## config.mk

```make
export PLATFORM = sky130hd
export DESIGN_NAME = riscv_if_pipe_flat
export DESIGN_NICKNAME = d
export VERILOG_FILES = /design/src/rtl/riscv_pkg.sv /design/src/rtl/riscv_if_pipe_if.sv /design/src/rtl/riscv_fetch_fifo.sv /design/src/rtl/riscv_if_pipe.sv /design/src/flat_wrapper.sv
export SDC_FILE = /design/constraint.sdc
export NUM_CORES = 1
export LEC_CHECK = 0
export BUFFER_PORTS_ARGS = -buffer_cell sky130_fd_sc_hd__buf_2
export CORE_MARGIN = 10
export CORE_UTILIZATION = 40
export CTS_CLUSTER_DIAMETER = 80
export DETAILED_ROUTE_END_ITERATION = 16
export MAX_ROUTING_LAYER = met4
export PLACE_DENSITY_LB_ADDON = 0.12
export SYNTH_ARGS = -nofsm -noshare
export SYNTH_HDL_FRONTEND = slang
export SYNTH_SLANG_ARGS = --single-unit
```

## constraint.sdc

```tcl
create_clock -name clk -period 5.35 [get_ports clk]
set_input_delay 0.535 -clock clk [delete_from_list [all_inputs] [get_ports clk]]
set_output_delay 0.535 -clock clk [all_outputs]
set_load 0.01 [all_outputs]
```

## src/rtl/riscv_pkg.sv

```systemverilog
// Shared constants and types for the RISC-V fetch front end.
package riscv_pkg;

  localparam int          XLEN       = 32;
  localparam int          INSN_BYTES = 4;
  localparam logic [31:0] NOP_INSN   = 32'h0000_0013;

  typedef struct packed {
    logic [XLEN-1:0] pc;
    logic [31:0]     instr;
  } fetch_entry_t;

endpackage

```

## src/rtl/riscv_if_pipe_if.sv

```systemverilog
// Instruction-memory and decode-side handshake bundle of the fetch stage.
interface riscv_if_pipe_if #(
  parameter int XLEN = riscv_pkg::XLEN
);

  logic            imem_req;
  logic [XLEN-1:0] imem_addr;
  logic            imem_gnt;
  logic            imem_rvalid;
  logic [31:0]     imem_rdata;

  logic            out_valid;
  logic [XLEN-1:0] out_pc;
  logic [31:0]     out_instr;
  logic            out_ready;

  modport master (
    output imem_req, imem_addr,
    input  imem_gnt, imem_rvalid, imem_rdata,
    output out_valid, out_pc, out_instr,
    input  out_ready
  );

  modport slave (
    input  imem_req, imem_addr,
    output imem_gnt, imem_rvalid, imem_rdata,
    input  out_valid, out_pc, out_instr,
    output out_ready
  );

endinterface

```

## src/rtl/riscv_fetch_fifo.sv

```systemverilog
// Small fetch-entry FIFO with flush; push and pop may occur in the same cycle.
module riscv_fetch_fifo
  import riscv_pkg::*;
#(
  parameter int  DEPTH   = 2,
  parameter type entry_t = fetch_entry_t,
  localparam int AW      = $clog2(DEPTH),
  localparam int CW      = AW + 1
) (
  input  logic          clk,
  input  logic          rst,
  input  logic          flush,
  input  logic          push,
  input  entry_t        push_data,
  input  logic          pop,
  output entry_t        head,
  output logic [CW-1:0] count
);

  entry_t        mem_q [DEPTH];
  logic [AW-1:0] wr_ptr_q, wr_ptr_d;
  logic [AW-1:0] rd_ptr_q, rd_ptr_d;
  logic [CW-1:0] count_q, count_d;
  logic          push_ok, pop_ok;

  always_comb begin
    pop_ok   = pop & (count_q != '0);
    push_ok  = push & ((count_q != CW'(DEPTH)) | pop_ok);
    wr_ptr_d = wr_ptr_q;
    rd_ptr_d = rd_ptr_q;
    count_d  = count_q;
    if (flush) begin
      wr_ptr_d = '0;
      rd_ptr_d = '0;
      count_d  = '0;
    end else begin
      if (push_ok) wr_ptr_d = wr_ptr_q + AW'(1);
      if (pop_ok)  rd_ptr_d = rd_ptr_q + AW'(1);
      count_d = count_q + CW'(push_ok) - CW'(pop_ok);
    end
  end

  always_ff @(posedge clk or negedge rst) begin
    if (!rst) begin
      wr_ptr_q <= '0;
      rd_ptr_q <= '0;
      count_q  <= '0;
    end else begin
      wr_ptr_q <= wr_ptr_d;
      rd_ptr_q <= rd_ptr_d;
      count_q  <= count_d;
    end
  end

  always_ff @(posedge clk or negedge rst) begin
    if (!rst) begin
      for (int i = 0; i < DEPTH; i++) mem_q[i] <= '0;
    end else if (push_ok && !flush) begin
      mem_q[wr_ptr_q] <= push_data;
    end
  end

  assign head  = mem_q[rd_ptr_q];
  assign count = count_q;

endmodule

```

## src/rtl/riscv_if_pipe.sv

```systemverilog
// Instruction fetch stage: credit-limited imem requests, in-order response
// buffering, and redirect with kill accounting for stale in-flight fetches.
module riscv_if_pipe
  import riscv_pkg::*;
#(
  parameter int              XLEN     = riscv_pkg::XLEN,
  parameter logic [XLEN-1:0] RESET_PC = '0,
  parameter int              DEPTH    = 2
) (
  input  logic                   clk,
  input  logic                   rst,
  input  logic                   bubble,
  input  logic                   redirect,
  input  logic [XLEN-1:0]        redirect_pc,
  output logic [XLEN-1:0]        pc,
  riscv_if_pipe_if.master        bus
);

  localparam int              CW   = $clog2(DEPTH) + 1;
  localparam logic [CW-1:0]   DW   = CW'(DEPTH);
  localparam logic [XLEN-1:0] STEP = XLEN'(INSN_BYTES);

  typedef struct packed {
    logic [XLEN-1:0] pc;
    logic [31:0]     instr;
  } entry_t;

  logic [XLEN-1:0] pc_q, pc_d;
  logic [XLEN-1:0] resp_pc_q, resp_pc_d;
  logic [CW-1:0]   live_q, live_d;
  logic [CW-1:0]   kill_q, kill_d;
  logic [CW-1:0]   count;
  logic [CW-1:0]   kill_sum;
  logic [XLEN-1:0] target;
  logic            req, grant, resp_keep, resp_drop;
  entry_t          push_entry, head;
  logic            unused_ok;

  assign unused_ok = ^redirect_pc[1:0];

  always_comb begin
    target    = {redirect_pc[XLEN-1:2], 2'b00};
    req       = rst & ~redirect & ~bubble
              & ((live_q + count) < DW)
              & ((live_q + kill_q) < DW);
    grant     = req & bus.imem_gnt;
    resp_drop = bus.imem_rvalid & (kill_q != '0);
    resp_keep = bus.imem_rvalid & (kill_q == '0) & (live_q != '0);
  end

  // A redirect turns every live fetch into a kill; a response landing in the
  // same cycle belongs to the old stream and retires one of them.
  always_comb begin
    pc_d      = pc_q;
    resp_pc_d = resp_pc_q;
    live_d    = live_q;
    kill_d    = kill_q;
    kill_sum  = kill_q + live_q;
    if (redirect) begin
      pc_d      = target;
      resp_pc_d = target;
      live_d    = '0;
      if (bus.imem_rvalid && (kill_sum != '0)) kill_sum = kill_sum - CW'(1);
      kill_d    = kill_sum;
    end else begin
      if (grant)     pc_d      = pc_q + STEP;
      if (resp_keep) resp_pc_d = resp_pc_q + STEP;
      live_d = live_q + CW'(grant) - CW'(resp_keep);
      if (resp_drop) kill_d = kill_q - CW'(1);
    end
  end

  always_ff @(posedge clk or negedge rst) begin
    if (!rst) begin
      pc_q      <= RESET_PC;
      resp_pc_q <= RESET_PC;
      live_q    <= '0;
      kill_q    <= '0;
    end else begin
      pc_q      <= pc_d;
      resp_pc_q <= resp_pc_d;
      live_q    <= live_d;
      kill_q    <= kill_d;
    end
  end

  assign push_entry = '{pc: resp_pc_q, instr: bus.imem_rdata};

  riscv_fetch_fifo #(
    .DEPTH   (DEPTH),
    .entry_t (entry_t)
  ) u_fifo (
    .clk       (clk),
    .rst       (rst),
    .flush     (redirect),
    .push      (resp_keep),
    .push_data (push_entry),
    .pop       (bus.out_ready),
    .head      (head),
    .count     (count)
  );

  assign pc             = pc_q;
  assign bus.imem_req   = req;
  assign bus.imem_addr  = pc_q;
  assign bus.out_valid  = (count != '0);
  assign bus.out_pc     = head.pc;
  assign bus.out_instr  = bus.out_valid ? head.instr : NOP_INSN;

endmodule

```

## src/flat_wrapper.sv

```systemverilog
// flat-port wrapper written by rule: the top's interface ports become plain ports
module riscv_if_pipe_flat import riscv_pkg::*;
#(
  parameter int              XLEN     = riscv_pkg::XLEN,
  parameter logic [XLEN-1:0] RESET_PC = '0,
  parameter int              DEPTH    = 2
)
  (clk, rst, bubble, redirect, redirect_pc, pc, bus_imem_req, bus_imem_addr, bus_imem_gnt, bus_imem_rvalid, bus_imem_rdata, bus_out_valid, bus_out_pc, bus_out_instr, bus_out_ready);
  riscv_if_pipe_if #(.XLEN(XLEN)) bus_i ();
  input  logic clk;
  input  logic rst;
  input  logic bubble;
  input  logic redirect;
  input  logic [XLEN-1:0] redirect_pc;
  output logic [XLEN-1:0] pc;
  output wire logic [$bits(bus_i.imem_req)-1:0] bus_imem_req;
  output wire logic [$bits(bus_i.imem_addr)-1:0] bus_imem_addr;
  input wire logic [$bits(bus_i.imem_gnt)-1:0] bus_imem_gnt;
  input wire logic [$bits(bus_i.imem_rvalid)-1:0] bus_imem_rvalid;
  input wire logic [$bits(bus_i.imem_rdata)-1:0] bus_imem_rdata;
  output wire logic [$bits(bus_i.out_valid)-1:0] bus_out_valid;
  output wire logic [$bits(bus_i.out_pc)-1:0] bus_out_pc;
  output wire logic [$bits(bus_i.out_instr)-1:0] bus_out_instr;
  input wire logic [$bits(bus_i.out_ready)-1:0] bus_out_ready;
  assign bus_imem_req = bus_i.imem_req;
  assign bus_imem_addr = bus_i.imem_addr;
  assign bus_i.imem_gnt = bus_imem_gnt;
  assign bus_i.imem_rvalid = bus_imem_rvalid;
  assign bus_i.imem_rdata = bus_imem_rdata;
  assign bus_out_valid = bus_i.out_valid;
  assign bus_out_pc = bus_i.out_pc;
  assign bus_out_instr = bus_i.out_instr;
  assign bus_i.out_ready = bus_out_ready;
  riscv_if_pipe #(.XLEN(XLEN), .RESET_PC(RESET_PC), .DEPTH(DEPTH)) u_core (.clk(clk), .rst(rst), .bubble(bubble), .redirect(redirect), .redirect_pc(redirect_pc), .pc(pc), .bus(bus_i));
endmodule
```

After elaboration in Yosys (flattened, before gate mapping):

Cells that the tools add are included.

* output and inout bits: 130
* register bits after elaboration: 200
* input bits: 71
* word-level logic and storage cells: 78

* reductions and logical operators: 14
* magnitude comparators: 5
* bitwise gates (word level): 15
* equality and inequality tests: 1
* muxes and demuxes: 20
* add/sub/neg operators: 12

Operators with widths (count)
* $mux 64: 4
* $mux 32: 5
* $bwmux 128: 1
* $add 32x3->32 const B: 2
* $demux 64 s1: 1
* $reduce_bool 2->1: 9
* $and 1x1->1: 10
* $mux 2: 5
* $add 2x1->2: 2
* $add 2x2->2: 2
* $ge 2x2->1 const B: 2
* $lt 2x2->1 const B: 2
* $mux 1: 4
* $not 1->2: 2
* $sub 2x1->2: 2
* $sub 2x1->2 const B: 2
* $logic_and 1x1->1: 3
* $add 1x1->1 const B: 2
* $logic_not 2->1: 1
* $lt 2x1->1 const B: 1
* $ne 2x2->1 const B: 1
* $not 1->1: 2
* $logic_not 1->1: 1
* $or 1x1->1: 1

Logic depth before layout (Yosys ltp):

Gate-level depths: netlist (run 1).

* depth after elaboration: 9
* gate-level depth with buffers: 10
* gate-level depth less buffers: 10

Modules after synthesis:

A second synthesis (run 1) with hierarchy kept.

* cell total of the unflattened synthesis: 871
* area total of the unflattened synthesis: 10405.0 um2

By module, submodules not included
* riscv_fetch_fifo: sequential area each 3303.2 um2, times used 1, area an instance 5969.5 um2, cells each 363
* riscv_if_pipe: sequential area each 1601.5 um2, times used 1, area an instance 4435.5 um2, cells each 508

Worst setup path after synthesis (run 1):

Ideal clock, no wire load.

* kind: reg-to-output
* from: register u_core.live_q[0]
* to: output port bus_imem_req
* setup slack: 2.861 ns
* required time: 4.815 ns
* data arrival time: 1.954 ns
* buffers on the path: 0
* cell stages (with the launch flop): 6
* cells stage by stage: dfrtp_1 ha_1 xor2_2 nor4_4 nor2_1 nor4b_1

* cells in the longest elaborated chain, start to end: 4
* elaborated cells on any way between the ends: 6
* classes of those cells: 2 x add/sub; 2 x order compare; 2 x bitwise

Ends and longest elaborated chain
* from (decl): RTL line riscv_if_pipe.sv:30 `logic [CW-1:0] live_q, live_d;`
* from (signal assigned): RTL line riscv_if_pipe.sv:82 `live_q <= live_d;`
* $add 2x2->2: RTL line riscv_if_pipe.sv:44 `& ((live_q + count) < DW)`
* $lt 2x2->1: RTL line riscv_if_pipe.sv:44
* $and 1x1->1: RTL line riscv_if_pipe.sv:44
* $and 1x1->1 (*): RTL line riscv_if_pipe.sv:45 `& ((live_q + kill_q) < DW);`
* to (decl): RTL line flat_wrapper.sv:16 `output wire logic [$bits(bus_i.imem_req)-1:0] bus_imem_req;`

Mark *: on every way between the ends. The rest lies on a longest branch, timed or not.

Worst setup path after layout (run 1):

Ends and elaborated chain as after synthesis.

==> impl_metrics.csv, run 1 <==
group,metric,value,unit
global_route,grt_overflow,0,
setup_path,cp_slowest_stage_delay,0.65,ns
routing,first_pass_iters,4,
floorplanning,num_rows,56,
clock_tree,clock_latency,0.43,ns
clock_tree,postCtsHoldBufs,0,
global_route,gr-max-usage-layer,"met2",
synthesis,synthTopCellsByArea,"dfrtp_1 (49%), mux2_2 (18%), mux2i_1 (3.4%)",
clock_tree,cts-root-buf,"clkbuf_16",
setup_path,reg2reg_depth,9,
setup_path,regToRegSetupSlack,2.64,ns
synthesis,post-synth-top-count-cell,"dfrtp_1",
routing,num_vias,6926,
synthesis,syn_inst,843,
global_route,grt_util_all_layers,16.6,%
setup_path,critical_path_class,"reg -> out",
clock_tree,cts_max_level,4,
timing,hold_violations,0,
pwr,ir_drop,246,uV
status,run_status,"completed",
setup_path,cp_cell_sequence,"ha_1, xor2_2, nor4_4, nor2_1, nor4b_1, buf_2",
clock_tree,post-cts-setup-buffers,0,
timing,whs,0.0900,ns
setup_path,worst_path_max_delay_cell,"nor4_4",
finish,finish.utilization,48.0,%
pwr,leakage,0.00529,uW
global_route,grt_max_degree,77,
floorplanning,core,0.0237,mm^2
global_route,use_met3,3.26,%
synthesis,ys_types,54,
synthesis,synth_area,0.00972,mm^2
min_path,hp-class,"in -> async",
clock_tree,path_clk_slew,0.08,ns
floorplanning,die_y,176,um
timing,min_period,3.16,ns
global_route,gr-usage-met2,26.1,%
routing,drtAntennaViolNets,0,
placed_design,io_buffers,192,
synthesis,synth_top_area_share,49.4,%
setup_path,critPathCaptureType,"primary output",
placed_design,place_area,0.0108,mm^2
synthesis,synth_flop_cell,"dfrtp_1",
setup_path,crit_fanout,7,
setup_path,cp.arrival,2.62,ns
synthesis,async_flop_share,100,%
finish,stdcell_area,0.0114,mm^2
finish,fin_nets,1074,
timing,fmax,317,MHz
synthesis,synth_seq_cells,192,
timing,setup_violations,0,
finish,area_delta_synth_final,17.0,%
global_route,grtUsageMet1,21.9,%
routing,wirelength,24900,um
floorplanning,dieArea,0.0309,mm^2
synthesis,synth_common_cells,"dfrtp_1 (192), mux2_2 (158), nor2_1 (66), nand2_1 (41), buf_4 (36)",
floorplanning,io_pins,201,
routing,post-route-drc-count,0,
finish,n_fill_cell,2249,
timing,skew,0.0146,ns
timing,worst_pin_slew,1.07,ns
clock_tree,cts.sinks,192,
setup_path,rr_endpoint,"u_core.live_q[1]",
finish,drive_gt1_share,40.4,%
finish,antenna_cells,0,
timing,fin_crit_sh,59.0,%
synthesis,avgSynthCellArea,11.5,um^2
global_route,grt_pass1_wl,40000,um
floorplanning,start_util,41.0,%
timing,drv_slew,0,
pwr,power_density,377,mW/mm^2
clock_tree,cts_tree,"built",
synthesis,yosysWarnings,0,
placed_design,place_congestion,0.835,
synthesis,synth_edf_count,0,
clock_tree,cts_resized,0,
flow_run,drv_cap,0,
synthesis,yosysSeqAreaShare,49.4,%
setup_path,reg2reg_from,"u_core.live_q[0]",
global_route,grt_pass1_vias,7244,
timing,fin_setup_tns,0,ns
routing,vias_per_cell,5.22,
setup_path,critPathLaunchType,"register",
setup_path,required,4.82,ns
timing,max-slew-margin-rel,28.5,%
clock_tree,cts_buffer_depth,2,
clock_tree,cts_buffers,17,
synthesis,synth_top_area_cell,"dfrtp_1",
timing,grt_setup_unrepaired,"no",
placed_design,place_hpwl,17600,um
floorplanning,die_w,176,um
global_route,antenna_found_initial,0,
routing,routedWlPerCell,18.8,um
routing,drt-initial-drc-count,439,
[through the flow]
| stage | power [uW] | setup slack, ns | cells |
|---|---|---|---|
| finish | 4280 | 2.19 | 1326 |
| global route | 4550 | 1.92 | 1326 |
| CTS | 4350 | 2.17 | 1326 |
| detailed placement | 3000 | 2.47 | 1294 |
| global placement | 2980 | 2.48 | 1294 |
| floorplan | 2610 | 2.86 | 848 |
[registers in the layout, indices dropped and copies added (netlist names)]
| register | count |
|---|---|
| u_core.live_q | 2 |
| u_core.u_fifo.count | 2 |
| u_core.resp_pc_q | 30 |
| u_core.kill_q | 2 |
| u_core.u_fifo.wr_ptr_q | 1 |
| u_core.u_fifo.rd_ptr_q | 1 |
| u_core.bus.imem_addr | 30 |
| u_core.u_fifo.mem_q | 124 |
[area by class of cell]
class                   count  area [um^2]  area share (%)
multi-input cells         563         4440            39.0
repair buffers            201         1040            9.12
flip-flops and latches    192         4810            42.3
clock buffers              17          425            3.74
well taps                 319          399            3.51
inverters                  19         71.3           0.627
clock inverters            15          191            1.68
[how the worst max path moves through the flow]
stage	slack [ns]	from	to	cells past startpoint
4_1_cts	2.17	u_core.live_q[0]	bus_imem_req	6
3_3_place_gp	2.48	redirect	u_core.live_q[1]	9
2_1_floorplan	2.86	u_core.live_q[0]	bus_imem_req	5
5_1_grt	1.92	u_core.live_q[0]	bus_imem_req	6
3_5_place_dp	2.47	redirect	u_core.live_q[1]	9
6_report	2.19	u_core.live_q[0]	bus_imem_req	6
[worst max-delay path: cells and delay by family, from the launching register on]
family | cells | cell delay, ns
xor gates and xnor gates | 1 | 0.20
adders and majority gates | 1 | 0.24
buffers and inverters | 1 | 0.18
DFF | 1 | 0.46
and+or+nand+nor | 3 | 1.12
[logic make-up after synthesis]
| group | Yosys count | share of synthesized area (%) |
|---|---|---|
| simple gates | 220 | 11.7 |
| flops | 192 | 49.4 |
| mux | 191 | 21.7 |
| compound gates | 104 | 7.66 |
| buf+inv | 93 | 5.24 |
| xor+xnor | 33 | 3.05 |
| fa+ha+maj | 9 | 1.16 |
| other cells | 1 | 0.0386 |
[cells in the final DEF (no fill, tap or decap), types with 3 or more instances in the layout]
master and n:
a21boi_0 7, nand3_1 18, mux2i_1 33, buf_2 191, a21oi_1 16, nand2b_1 12, clkbuf_16 17, xnor2_1 12
and3_1 6, nand2_1 41, nand4_1 15, inv_1 18, a211oi_1 3, ha_1 9, xor2_1 20, or4_1 7
conb_1 6, mux2_2 158, o2111ai_1 4, o211ai_1 4, nor3_1 10, buf_4 9, o31ai_1 6, inv_6 5
or3_1 15, o21ai_0 19, dfrtp_1 191, a31oi_1 19, o31a_1 15, nor4_1 11, nor2_1 65, inv_8 3
and2_1 3, and4_1 5
[routing by layer]
layer / wire length, um / share of wire, %
met1: 11900 / 48
met2: 11900 / 48
met3: 888 / 3.6
met4: 177 / 0.71
met5: 0 / 0
[power by group]
group | total (uW) | internal (uW) | switching, uW
Sequential | 1900 | 1690 | 213
Clock | 1340 | 716 | 624
Combinational | 1040 | 525 | 519
Total | 4280 | 2930 | 1360
(Power assumes the default switching activity.)
==> inputs of run 2 (changes only) <==
==> constraint.sdc (replaced) <==
create_clock -name clk -period 3.1 [get_ports clk]
set_input_delay 0.31 -clock clk [delete_from_list [all_inputs] [get_ports clk]]
set_output_delay 0.31 -clock clk [all_outputs]
set_load 0.01 [all_outputs]
==> impl_metrics.csv, run 2 (synthesized netlist as in run 1, its figures left out) <==
group,metric,value,unit
clock_tree,cts-root-buf,"clkbuf_16",
timing,fin_setup_tns,0,ns
timing,min_period,2.76,ns
placed_design,place_hpwl,17700,um
clock_tree,cts_buffers,17,
routing,routedWlPerCell,18.8,um
timing,drv_slew,0,
floorplanning,start_util,41.0,%
finish,largest_reg_flops,124,
global_route,grt_pass1_vias,7357,
global_route,antenna_found_initial,0,
setup_path,cp.arrival,2.45,ns
pwr,ir_drop,345,uV
clock_tree,post-cts-setup-buffers,0,
setup_path,critPathCaptureType,"primary output",
clock_tree,postCtsHoldBufs,1,
clock_tree,cts_buffer_depth,2,
setup_path,critPathLaunchType,"register",
placed_design,io_buffers,192,
routing,vias_per_cell,5.27,
routing,first_pass_iters,5,
timing,skew,0.0129,ns
setup_path,critical_path_class,"reg -> out",
finish,drive_gt1_share,40.8,%
timing,hold_violations,0,
finish,regArea,0.00481,mm^2
floorplanning,io_pins,201,
setup_path,crit_fanout,7,
finish,top_register,"u_core.u_fifo.mem_q",
placed_design,place_ws,0.555,ns
clock_tree,cts_max_level,4,
clock_tree,path_clk_slew,0.08,ns
pwr,power,7330,uW
floorplanning,die_w,176,um
routing,post-route-drc-count,0,
floorplanning,die_y,176,um
finish,n_fill_cell,2239,
pwr,leakage,0.00533,uW
clock_tree,cts.sinks,192,
floorplanning,dieArea,0.0309,mm^2
clock_tree,cts_resized,0,
routing,drt-initial-drc-count,387,
timing,postLayoutSetupSlackWorst,0.340,ns
placed_design,place_congestion,0.841,
timing,whs,0.112,ns
pwr,power_density,640,mW/mm^2
global_route,grt_util_all_layers,16.9,%
timing,fin_crit_sh,89.0,%
finish,fin_nets,1082,
clock_tree,cts_tree,"built",
finish,fin_cells,1334,
global_route,grt_pass1_wl,40800,um
placed_design,placed_cells,1301,
floorplanning,num_rows,56,
timing,setup_violations,0,
finish,final_cell_mix,"buf_2 (191), dfrtp_1 (191), mux2_2 (158)",
timing,max-slew-margin-rel,41.9,%
global_route,grt_max_degree,72,
routing,wirelength,25100,um
timing,grt_setup_unrepaired,"no",
floorplanning,core,0.0237,mm^2
finish,antenna_cells,0,
finish,area_delta_synth_final,17.8,%
setup_path,required,2.79,ns
timing,worst_pin_slew,0.872,ns
routing,num_vias,7024,
finish,multiInputGateArea,0.00444,mm^2
global_route,grt_overflow,0,
min_path,hp-class,"in -> reg",
routing,drtAntennaViolNets,0,
status,run_status,"completed",
timing,fmax,362,MHz
flow_run,drv_cap,0,
clock_tree,clock_latency,0.44,ns
run 2: cell count changes in the layout (fill, tap and decap cells not counted), sizes merged:
cell / before / now
buf: 200 / 207
bufinv: 2 / 0
clkbuf: 18 / 19
dlygate4sd3: 0 / 1
inv: 27 / 28
run 2: final cells by class:
class	count	area share, %
clock buffers	18	3.84
clock inverters	14	1.39
inverters	19	0.623
multi-input cells	563	38.7
flip-flops and latches	192	42.0
well taps	319	3.49
repair buffers	209	9.93
run 2: worst paths after layout:
check | from | endpoint | slack (ns) | cells past startpoint
max | u_core.live_q[0] | bus_imem_req | 0.34 | 6
max reg2reg | u_core.live_q[0] | u_core.live_q[1] | 0.54 | 9
min in group asynchronous | rst | u_core.bus.imem_addr[21] | 0.31 | 2
min reg2reg | u_core.u_fifo.mem_q[43] | u_core.u_fifo.mem_q[43] | 0.50 | 1
min | bus_imem_rdata[18] | u_core.u_fifo.mem_q[82] | 0.11 | 2
max in group asynchronous | rst | u_core.u_fifo.rd_ptr_q | 1.15 | 4
run 2: worst max-delay path, stage by stage, from the launching register on:
cell,delay [ns]
dfrtp_1,0.45
ha_1,0.24
xor2_2,0.33
o211a_2,0.42
nor2_1,0.17
nor4b_1,0.24
buf_2,0.18
run 2: through the flow:
stage / cell area [um^2] / utilization (%)
6_report: 11500 / 48.4
5_1_grt: 11500 / 48.4
4_1_cts: 11500 / 48.4
3_5_place_dp: 10800 / 45.8
3_3_place_gp: 10800 / 45.8
2_1_floorplan: 9740 / -
run 2: where the power goes:
part | internal [uW] | total [uW] | switching (uW)
combinational | 927 | 1860 | 937
sequential | 2910 | 3250 | 336
clock | 1110 | 2220 | 1110
total | 4950 | 7330 | 2380
run 2: layer usage:
layer,vias up,GRT usage [%],share of wire [%]
li1,3320,-,-
met1,3511,22.0,47
met2,177,26.7,48
met3,16,3.50,4.1
met4,0,3.60,0.79
met5,-,-,0
==> inputs of run 3 (changes only) <==
--- a/config.mk
+++ b/config.mk
@@ -6,6 +6,7 @@
 export NUM_CORES = 1
 export LEC_CHECK = 0
 export BUFFER_PORTS_ARGS = -buffer_cell sky130_fd_sc_hd__buf_2
+export CORE_ASPECT_RATIO = 0.6
 export CORE_MARGIN = 10
 export CORE_UTILIZATION = 40
 export CTS_CLUSTER_DIAMETER = 80
==> impl_metrics.csv, run 3 (synthesized netlist as in run 1, its figures left out) <==
group,metric,value,unit
finish,drive_gt1_share,41.0,%
timing,skew,0.0103,ns
timing,grt_setup_unrepaired,"no",
clock_tree,cts.sinks,192,
timing,fin_setup_tns,0,ns
placed_design,place_congestion,0.820,
clock_tree,cts_buffer_depth,2,
setup_path,reg2reg_from,"u_core.live_q[0]",
floorplanning,core,0.0241,mm^2
clock_tree,clock_latency,0.45,ns
clock_tree,cts-root-buf,"clkbuf_16",
setup_path,crit_fanout,7,
setup_path,critPathCaptureType,"primary output",
finish,area_delta_synth_final,18.7,%
routing,wirelength,26000,um
floorplanning,num_rows,44,
global_route,grt_pass1_vias,6856,
floorplanning,die_y,141,um
finish,fin_nets,1086,
setup_path,rr_endpoint,"u_core.live_q[1]",
global_route,grt_overflow,0,
setup_path,critPathLaunchType,"register",
pwr,power,7430,uW
setup_path,worst_path_max_delay_cell,"nor4_4",
flow_run,drv_cap,0,
setup_path,crit_buf_inv,1,
min_path,hp-start,"bus_imem_rdata[7]",
clock_tree,post-cts-setup-buffers,0,
setup_path,crit_end,"bus_imem_req",
pwr,leakage,0.00537,uW
finish,finish.utilization,48.0,%
timing,fin_crit_sh,92.3,%
routing,first_pass_iters,4,
setup_path,regToRegSetupSlack,0.59,ns
floorplanning,die_w,221,um
floorplanning,dieArea,0.0311,mm^2
setup_path,crit_start,"u_core.live_q[0]",
timing,min_period,2.86,ns
placed_design,io_buffers,192,
setup_path,cp.depth,6,
floorplanning,io_pins,201,
floorplanning,start_util,40.4,%
setup_path,crit_family,"simple AND/OR/NAND/NOR gates",
clock_tree,cts_resized,0,
setup_path,required,2.79,ns
clock_tree,cts_max_level,4,
clock_tree,path_clk_slew,0.07,ns
timing,worst_pin_slew,0.986,ns
clock_tree,cts_buffers,17,
finish,top_register,"u_core.u_fifo.mem_q",
finish,antenna_cells,0,
routing,post-route-drc-count,0,
setup_path,cp_slowest_stage_delay,0.48,ns
routing,drt-initial-drc-count,402,
setup_path,cp_cell_sequence,"ha_1, xor2_2, nor4_4, nor2_1, nor4b_1, buf_2",
placed_design,place_hpwl,19000,um
timing,drv_slew,0,
setup_path,reg2reg_depth,9,
routing,num_vias,6906,
timing,max-slew-margin-rel,34.3,%
finish,final_cell_mix,"buf_2 (191), dfrtp_1 (191), mux2_2 (158)",
timing,hold_violations,0,
finish,largest_reg_flops,124,
global_route,grt_util_all_layers,16.9,%
pwr,ir_drop,345,uV
min_path,hp-class,"in -> reg",
global_route,antenna_found_initial,1,
global_route,grt_pass1_wl,40900,um
pwr,power_density,644,mW/mm^2
timing,fmax,349,MHz
routing,vias_per_cell,5.15,
setup_path,critical_path_class,"reg -> out",
global_route,grt_max_degree,182,
routing,routedWlPerCell,19.4,um
routing,drtAntennaViolNets,0,
status,run_status,"completed",
clock_tree,cts_tree,"built",
timing,setup_violations,0,
setup_path,cp.arrival,2.55,ns
## run 3: cell count changes in the layout (fill, tap and decap cells not counted), sizes merged
cell      previous run  this run
clkinvlp             1         4
buf                207       211
clkinv               4         5
clkbuf              19        20
inv                 28        20
bufinv               0         3
## run 3: worst min-delay path by stage
stage                                to  slack, ns  cells past startpoint
6_report        u_core.u_fifo.mem_q[71]       0.11                      2
4_1_cts         u_core.u_fifo.mem_q[83]       0.08                      2
2_1_floorplan  u_core.bus.imem_addr[10]       0.01                      0
3_3_place_gp    u_core.bus.imem_addr[3]       0.17                      1
3_5_place_dp    u_core.bus.imem_addr[3]       0.17                      1
5_1_grt         u_core.u_fifo.mem_q[19]       0.09                      2
## run 3: metal layers
| metal | up-vias | global-route usage [%] | part of all wire, % |
|---|---|---|---|
| li1 | 3322 | - | - |
| met1 | 3461 | 23.5 | 50 |
| met2 | 111 | 24.5 | 45 |
| met3 | 12 | 4.29 | 4.4 |
| met4 | 0 | 3.41 | 0.71 |
| met5 | - | - | 0 |
## run 3: per-stage QoR
| step | hold slack (ns) | cells | worst slack, ns | area [um^2] |
|---|---|---|---|---|
| 2_1_floorplan | 0.0144 | 848 | 0.710 | 9740 |
| 3_3_place_gp | 0.170 | 1308 | 0.499 | 10900 |
| 3_5_place_dp | 0.171 | 1308 | 0.494 | 10900 |
| 4_1_cts | 0.0795 | 1341 | 0.0891 | 11500 |
| 5_1_grt | 0.0869 | 1341 | 0.0654 | 11500 |
| 6_report | 0.110 | 1341 | 0.238 | 11500 |
## run 3: worst register-to-register path, cell delays in order, from the launching register on
cell	delay, ns
dfrtp_1	0.45
ha_1	0.22
xor2_2	0.34
nor4_4	0.13
o21ai_2	0.57
inv_1	0.13
ha_1	0.22
xor2_1	0.15
xnor2_1	0.15
nor2_1	0.05
## run 3: layout make-up
cell class              count  area, um^2
fillers                  2215       12500
flip-flops and latches    192        4810
multi-input cells         563        4440
repair buffers            213        1200
clock buffers              19         453
well taps                 322         403
clock inverters            13         161
inverters                  19        71.3
## run 3: what timing repair did
item,in CTS,in global routing
endpoints found under the hold margin,11,0
hold buffers,1,0
setup endpoints to repair,0,1
## run 3: power breakdown
group	switching, uW	internal, uW
logic	938	914
registers	349	2920
clock network	1010	1310
total	2290	5140
